[src/rtl/muldiv_pkg.sv]
`default_nettype none
// +--------------------------------------------------------------------+
// | muldiv_pkg : shared constants and types for the RV32M muldiv unit  |
// | Rev 1.0                                                            |
// +--------------------------------------------------------------------+
package muldiv_pkg;

  localparam int XLEN  = 32;
  localparam int CNT_W = 5;

  localparam logic [2:0] F3_MUL    = 3'b000;
  localparam logic [2:0] F3_MULH   = 3'b001;
  localparam logic [2:0] F3_MULHSU = 3'b010;
  localparam logic [2:0] F3_MULHU  = 3'b011;
  localparam logic [2:0] F3_DIV    = 3'b100;
  localparam logic [2:0] F3_DIVU   = 3'b101;
  localparam logic [2:0] F3_REM    = 3'b110;
  localparam logic [2:0] F3_REMU   = 3'b111;

  typedef enum logic [1:0] {
    S_IDLE = 2'd0,
    S_CALC = 2'd1,
    S_DONE = 2'd2
  } state_t;

endpackage
`default_nettype wire

[src/rtl/muldiv_if.sv]
`default_nettype none
// +--------------------------------------------------------------------+
// | muldiv_if : launch / write-back bundle of the muldiv unit          |
// | Rev 1.0                                                            |
// +--------------------------------------------------------------------+
interface muldiv_if;
  import muldiv_pkg::*;

  logic            start;
  logic [2:0]      funct3;
  logic [XLEN-1:0] rs1_data;
  logic [XLEN-1:0] rs2_data;
  logic [4:0]      rd_addr;
  logic            busy;
  logic            done;
  logic [XLEN-1:0] result;
  logic            wb_en;
  logic [4:0]      wb_addr;

  modport master (
    output start, funct3, rs1_data, rs2_data, rd_addr,
    input  busy, done, result, wb_en, wb_addr
  );

  modport slave (
    input  start, funct3, rs1_data, rs2_data, rd_addr,
    output busy, done, result, wb_en, wb_addr
  );

endinterface
`default_nettype wire

[src/rtl/muldiv_datapath.sv]
`default_nettype none
// +--------------------------------------------------------------------+
// | muldiv_datapath : shift-add multiply / restoring divide with sign  |
// | fix-up and early-out special-case results.   Rev 1.0               |
// +--------------------------------------------------------------------+
module muldiv_datapath
  import muldiv_pkg::*;
#(
  parameter int XLEN = muldiv_pkg::XLEN
) (
  input  wire logic            clk,
  input  wire logic            rst_n,
  input  wire logic            load_i,
  input  wire logic            step_i,
  input  wire logic            is_div_i,
  input  wire logic [2:0]      funct3_i,
  input  wire logic [2:0]      op_i,
  input  wire logic [XLEN-1:0] rs1_i,
  input  wire logic [XLEN-1:0] rs2_i,
  output logic                 special_o,
  output logic [XLEN-1:0]      result_o
);

  localparam logic [XLEN-1:0] C_MIN = {1'b1, {(XLEN-1){1'b0}}};

  // a_q: multiplicand (mul) or dividend/quotient shift register (div)
  logic [2*XLEN-1:0] a_q;
  logic [2*XLEN-1:0] acc_q;
  logic [XLEN-1:0]   b_q;
  logic [XLEN-1:0]   spec_val_q;
  logic              neg_q;
  logic              spec_q;

  logic              w_rs1_signed;
  logic              w_rs2_signed;
  logic              w_sa;
  logic              w_sb;
  logic              w_div0;
  logic              w_ovf;
  logic [XLEN-1:0]   w_mag1;
  logic [XLEN-1:0]   w_mag2;
  logic [XLEN-1:0]   w_spec_val;
  logic [XLEN:0]     w_rem_sh;
  logic [XLEN:0]     w_diff;
  logic [2*XLEN-1:0] w_prod;
  logic [XLEN-1:0]   w_mres;
  logic [XLEN-1:0]   w_dres;
  logic [XLEN-1:0]   w_dres_s;

  always_comb begin
    w_rs1_signed = (funct3_i != F3_MULHU) && !(funct3_i[2] && funct3_i[0]);
    w_rs2_signed = funct3_i[2] ? !funct3_i[0] : !funct3_i[1];
    w_sa         = w_rs1_signed && rs1_i[XLEN-1];
    w_sb         = w_rs2_signed && rs2_i[XLEN-1];
    w_mag1       = w_sa ? -rs1_i : rs1_i;
    w_mag2       = w_sb ? -rs2_i : rs2_i;
    w_div0       = funct3_i[2] && (rs2_i == '0);
    w_ovf        = funct3_i[2] && !funct3_i[0] && (rs1_i == C_MIN) && (rs2_i == '1);
    special_o    = w_div0 || w_ovf;
    w_spec_val   = w_div0 ? (funct3_i[1] ? rs1_i : '1)
                          : (funct3_i[1] ? '0 : C_MIN);

    w_rem_sh     = {acc_q[XLEN-1:0], a_q[XLEN-1]};
    w_diff       = w_rem_sh - {1'b0, b_q};

    w_prod       = neg_q ? -acc_q : acc_q;
    w_mres       = (op_i[1:0] == 2'b00) ? w_prod[XLEN-1:0] : w_prod[2*XLEN-1:XLEN];
    w_dres       = op_i[1] ? acc_q[XLEN-1:0] : a_q[XLEN-1:0];
    w_dres_s     = neg_q ? -w_dres : w_dres;
    result_o     = spec_q ? spec_val_q : (op_i[2] ? w_dres_s : w_mres);
  end

  always_ff @(posedge clk or negedge rst_n) begin
    if (!rst_n) begin
      a_q        <= '0;
      acc_q      <= '0;
      b_q        <= '0;
      spec_val_q <= '0;
      neg_q      <= 1'b0;
      spec_q     <= 1'b0;
    end else if (load_i) begin
      a_q        <= {{XLEN{1'b0}}, w_mag1};
      b_q        <= w_mag2;
      acc_q      <= '0;
      // Remainder takes the dividend's sign; everything else takes sa^sb.
      neg_q      <= (funct3_i[2] && funct3_i[1]) ? w_sa : (w_sa ^ w_sb);
      spec_q     <= special_o;
      spec_val_q <= w_spec_val;
    end else if (step_i) begin
      if (is_div_i) begin
        if (!w_diff[XLEN]) begin
          acc_q <= {{XLEN{1'b0}}, w_diff[XLEN-1:0]};
          a_q   <= {a_q[2*XLEN-2:0], 1'b1};
        end else begin
          acc_q <= {{XLEN{1'b0}}, w_rem_sh[XLEN-1:0]};
          a_q   <= {a_q[2*XLEN-2:0], 1'b0};
        end
      end else begin
        if (b_q[0]) begin
          acc_q <= acc_q + a_q;
        end
        a_q <= {a_q[2*XLEN-2:0], 1'b0};
        b_q <= {1'b0, b_q[XLEN-1:1]};
      end
    end
  end

endmodule
`default_nettype wire

[src/rtl/muldiv_unit.sv]
`default_nettype none
// +--------------------------------------------------------------------+
// | muldiv_unit : iterative RV32M multiply/divide unit with register   |
// | file write-back and stall (busy) output.   Rev 1.0                 |
// +--------------------------------------------------------------------+
module muldiv_unit
  import muldiv_pkg::*;
#(
  parameter int XLEN  = muldiv_pkg::XLEN,
  parameter int CNT_W = muldiv_pkg::CNT_W
) (
  input  wire logic  clk,
  input  wire logic  rst_n,
  muldiv_if.slave    bus
);

  localparam logic [CNT_W-1:0] C_LAST = CNT_W'(XLEN - 1);

  state_t           state_q;
  logic [CNT_W-1:0] cnt_q;
  logic [2:0]       f3_q;
  logic             done_q;
  logic             wb_en_q;
  logic [4:0]       wb_addr_q;

  logic             w_load;
  logic             w_step;
  logic             w_special;
  logic [XLEN-1:0]  w_result;

  assign w_load = (state_q == S_IDLE) && bus.start;
  assign w_step = (state_q == S_CALC);

  muldiv_datapath #(
    .XLEN (XLEN)
  ) u_datapath (
    .clk       (clk),
    .rst_n     (rst_n),
    .load_i    (w_load),
    .step_i    (w_step),
    .is_div_i  (f3_q[2]),
    .funct3_i  (bus.funct3),
    .op_i      (f3_q),
    .rs1_i     (bus.rs1_data),
    .rs2_i     (bus.rs2_data),
    .special_o (w_special),
    .result_o  (w_result)
  );

  always_ff @(posedge clk or negedge rst_n) begin
    if (!rst_n) begin
      state_q   <= S_IDLE;
      cnt_q     <= '0;
      f3_q      <= '0;
      done_q    <= 1'b0;
      wb_en_q   <= 1'b0;
      wb_addr_q <= '0;
    end else begin
      case (state_q)
        S_IDLE: begin
          done_q  <= 1'b0;
          wb_en_q <= 1'b0;
          if (bus.start) begin
            f3_q      <= bus.funct3;
            wb_addr_q <= bus.rd_addr;
            cnt_q     <= '0;
            if (w_special) begin
              state_q <= S_DONE;
              done_q  <= 1'b1;
              wb_en_q <= (bus.rd_addr != 5'd0);
            end else begin
              state_q <= S_CALC;
            end
          end
        end
        S_CALC: begin
          cnt_q <= cnt_q + CNT_W'(1);
          if (cnt_q == C_LAST) begin
            state_q <= S_DONE;
            done_q  <= 1'b1;
            wb_en_q <= (wb_addr_q != 5'd0);
          end
        end
        S_DONE: begin
          state_q <= S_IDLE;
          done_q  <= 1'b0;
          wb_en_q <= 1'b0;
        end
        default: begin
          state_q <= S_IDLE;
          done_q  <= 1'b0;
          wb_en_q <= 1'b0;
        end
      endcase
    end
  end

  assign bus.busy    = (state_q != S_IDLE);
  assign bus.done    = done_q;
  assign bus.wb_en   = wb_en_q;
  assign bus.wb_addr = wb_addr_q;
  assign bus.result  = w_result;

endmodule
`default_nettype wire

[src/flat_wrapper.sv]
// flat-port wrapper written by rule: the top's interface ports become plain ports
module muldiv_unit_flat import muldiv_pkg::*;
#(
  parameter int XLEN  = muldiv_pkg::XLEN,
  parameter int CNT_W = muldiv_pkg::CNT_W
)
  (clk, rst_n, bus_start, bus_funct3, bus_rs1_data, bus_rs2_data, bus_rd_addr, bus_busy, bus_done, bus_result, bus_wb_en, bus_wb_addr);
  muldiv_if bus_i ();
  input  wire logic clk;
  input  wire logic rst_n;
  input wire logic [$bits(bus_i.start)-1:0] bus_start;
  input wire logic [$bits(bus_i.funct3)-1:0] bus_funct3;
  input wire logic [$bits(bus_i.rs1_data)-1:0] bus_rs1_data;
  input wire logic [$bits(bus_i.rs2_data)-1:0] bus_rs2_data;
  input wire logic [$bits(bus_i.rd_addr)-1:0] bus_rd_addr;
  output wire logic [$bits(bus_i.busy)-1:0] bus_busy;
  output wire logic [$bits(bus_i.done)-1:0] bus_done;
  output wire logic [$bits(bus_i.result)-1:0] bus_result;
  output wire logic [$bits(bus_i.wb_en)-1:0] bus_wb_en;
  output wire logic [$bits(bus_i.wb_addr)-1:0] bus_wb_addr;
  assign bus_i.start = bus_start;
  assign bus_i.funct3 = bus_funct3;
  assign bus_i.rs1_data = bus_rs1_data;
  assign bus_i.rs2_data = bus_rs2_data;
  assign bus_i.rd_addr = bus_rd_addr;
  assign bus_busy = bus_i.busy;
  assign bus_done = bus_i.done;
  assign bus_result = bus_i.result;
  assign bus_wb_en = bus_i.wb_en;
  assign bus_wb_addr = bus_i.wb_addr;
  muldiv_unit #(.XLEN(XLEN), .CNT_W(CNT_W)) u_core (.clk(clk), .rst_n(rst_n), .bus(bus_i));
endmodule
[config.mk]
export PLATFORM = sky130hd
export DESIGN_NAME = muldiv_unit_flat
export DESIGN_NICKNAME = d
export VERILOG_FILES = /design/src/rtl/muldiv_pkg.sv /design/src/rtl/muldiv_if.sv /design/src/rtl/muldiv_datapath.sv /design/src/rtl/muldiv_unit.sv /design/src/flat_wrapper.sv
export SDC_FILE = /design/constraint.sdc
export NUM_CORES = 1
export LEC_CHECK = 0
export CAP_MARGIN = 20
export CORE_MARGIN = 2
export CORE_UTILIZATION = 25
export DETAILED_ROUTE_END_ITERATION = 12
export HOLD_SLACK_MARGIN = 0.1
export PLACE_DENSITY_LB_ADDON = 0.08
export SYNTH_ARGS = -nofsm -noshare
export SYNTH_HDL_FRONTEND = slang
export SYNTH_SLANG_ARGS = --single-unit
export TNS_END_PERCENT = 100
[constraint.sdc]
create_clock -name clk -period 18.45 [get_ports clk]
set_input_delay 5.535 -clock clk [delete_from_list [all_inputs] [get_ports clk]]
set_output_delay 5.535 -clock clk [all_outputs]
set_load 0.005 [all_outputs]
==> out/metrics.cfg <==
[synth]
synth-seq-cells=211
synth_top_area_share_pct=26.9
yosysWarnings=0
synth-seq-area-share_pct=26.9
synthCells=2586
synth_nets=2765
synth_area_leader_cell=dfrtp_1
postSynth.asyncResetShare_pct=100
synth_area_leaders=dfrtp_1 27%, nand2_1 8.0%, ha_1 6.5%
yosysUniqueCellTypes=83
synthFlopType=dfrtp_1
syn_area_mm2=0.0196
synth-edff-count=0
syn_avg_cell_area_um2=7.58

[clock_tree]
clk_transition_reported_paths_ns=0.06
insertion_delay_ns=0.61
cts_resized=0
cts_tree=yes
cts_setup_buffers=0
cts_sinks=211
root_buffer=clkbuf_16
htreeDepth=1
max-clock-path-buffers=3
numCtsBuffers=29
postCtsHoldBufs=0

[timing]
hold_viol=0
setup_violations=0
rsz0062_at_grt=no
slew_viol_final=0
setup_slack_ns=7.86
fin_crit_sh_pct=57.4
tightest_slew_ns=0.940
relSlewSlack_pct=36.8
fin_crit_ns=10.59
skew_ns=0.0291
fmax_mhz=94.4
setup_tns_ns=0

[global_routing]
use_met2_pct=32.3
grt_remaining_overflow=0
grt_util_met3_pct=2.28
grt_max_degree=71
grt_use_met1_pct=27.9
antenna_found_initial=4
grtUsageTotal_pct=20.0
grt.busiest_layer=met2
grt_pass1_wl_mm=125
grt_pass1_vias=18906

[setup_path]
end_kind=output pin
start_kind=register
crit_fanout=10
worstPathArrival_ns=5.06
crit_type=reg2out
required_ns=12.91

[die]
die-width_um=284
core_region_area_mm2=0.0776
die_height_um=284
die_area_mm2=0.0807
num_rows=102
start_util_pct=25.3
io_pins=115

[detailed_routing]
drc=0
ant_nets=0
drtIter0Drc=1402
vias_per_cell=5.27
first_pass_iters=6
finalWirelength_mm=82.3
vias=19304
wl_per_cell_um=22.5

[placement]
dp_hpwl_mm=64.2
port_buffers=114
pre_cts_ws_ns=8.40
gp_congestion=0.899
dpl.cell_count=3609

[power_and_ir_drop]
p_leak_nw=9.21
p_per_area_mw_per_mm2=222
ir_drop_uv=97.7

[finish]
post-route-util_pct=29.1
drive_gt1_share_pct=5.19
synthToLayoutAreaGrowth_pct=15.2
stdcell_count=3661
n_antenna_cell=0
nNetsFinal=2779

[hold_path]
min_path_type=reg2reg

[job]
drv_cap=0

[status]
status=complete, no violations

## power breakdown
part,total (W),internal [W],switching [W]
clock,0.000565,0.000327,0.000237
sequential,0.000997,0.000649,0.000348
combinational,0.00345,0.00136,0.00209
## metal layers
metal  wire length [um]  part of all wire (%)  vias up
li1                   -                     -     9323
met3               3390                   4.1       93
met1              38800                    47     9422
met5                  0                     0        -
met2              37600                    46      466
met4               2600                   3.2        0
## cell families after synthesis
kind of cell / share of synthesized area, %
adder cells (fa/ha/maj): 6.71
AO/OA/AOI/OAI: 25.8
multiplexers: 3.35
AND/OR/NAND/NOR: 21.7
buffers and inverters: 5.04
XOR/XNOR: 10.5
flip-flops: 26.9
## path summary, 6_finish.rpt
kind	from	endpoint	slack (ns)	cells past startpoint
worst max-delay path	u_core.u_datapath.acc_q[17]	bus_result[25]	7.86	11
worst min-delay path	u_core.cnt_q[3]	u_core.cnt_q[3]	0.48	1
worst max register to register	u_core.u_datapath.a_q[31]	u_core.u_datapath.acc_q[6]	13.73	14
worst min register to register	u_core.cnt_q[3]	u_core.cnt_q[3]	0.48	1
max in group asynchronous	rst_n	u_core.cnt_q[1]	11.69	3
min in group asynchronous	rst_n	u_core.u_datapath.acc_q[29]	4.85	1
## final cells by class
| cell class | count | area (um2) |
|---|---|---|
| flip-flops and latches | 211 | 5280 |
| clock inverters | 11 | 109 |
| repair buffers | 144 | 1380 |
| multi-input cells | 2137 | 13400 |
| inverters | 77 | 289 |
| well taps | 1040 | 1300 |
| clock buffers | 41 | 831 |
| fillers | 8453 | 55000 |
## synthesized netlist by cell type (11+ instances only)
master / instances
a31oi_1: 51
nand2b_1: 25
nor4_1: 23
nor3b_1: 11
xor2_1: 100
o211ai_1: 47
mux2_2: 15
mux2i_1: 45
o21ai_0: 231
nand2_1: 420
clkbuf_1: 137
a21oi_1: 193
dfrtp_1: 211
a211oi_1: 36
nand3_1: 87
o21a_1: 13
nor3_1: 40
inv_1: 76
o31ai_1: 57
a21o_1: 56
nor2_1: 176
xnor2_1: 134
or3_1: 17
o41ai_1: 15
o21bai_1: 26
nor2b_1: 33
nand4_1: 34
and3_1: 18
ha_1: 102
## sequential cells by signal (all words and copies together) (netlist names)
| signal | cells |
|---|---|
| u_core.u_datapath.a_q | 64 |
| u_core.u_datapath.acc_q | 64 |
| u_core.u_datapath.b_q | 32 |
| u_core.u_datapath.spec_val_q | 32 |
| u_core.bus.wb_addr | 5 |
| u_core.cnt_q | 5 |
| u_core.f3_q | 3 |
| u_core.state_q | 2 |
| u_core.bus.done | 1 |
| u_core.bus.wb_en | 1 |
| u_core.u_datapath.neg_q | 1 |
| u_core.u_datapath.spec_q | 1 |
## per-stage QoR
step / hold WS, ns / total power [W] / cell area (um2)
final: 0.481 / 0.00501 / 22600
after CTS: 0.483 / 0.00503 / 22600
after global placement: 0.470 / 0.00444 / 21600
after floorplan: 0.445 / 0.00325 / 19600
after detailed placement: 0.472 / 0.00442 / 21600
after global routing: 0.491 / 0.00545 / 22600
## critical path, stage by stage (launching register included)
cell             delay [ns]
dfrtp_1                0.55
or4_4                  0.58
or4_4                  0.45
or3_1                  0.52
or3_4                  0.48
nand2b_4               0.18
o31ai_2                0.23
xor2_1                 0.20
a211oi_1               0.10
a211oi_1               0.60
a21oi_1                0.09
clkdlybuf4s50_1        0.47
## cell usage in the layout, fill, tap and decap left out, types with 47 or more instances in the layout
cell type	instances
dfrtp_1	208
xnor2_1	134
xor2_1	100
o31ai_1	57
nand2_1	419
a21o_1	56
nand3_1	87
a21oi_1	193
o21ai_0	231
ha_1	102
o211ai_1	47
nor2_1	172
inv_1	76
clkdlybuf4s50_1	113
a31oi_1	51
No activity file was read; power rests on OpenSTA's default activity.
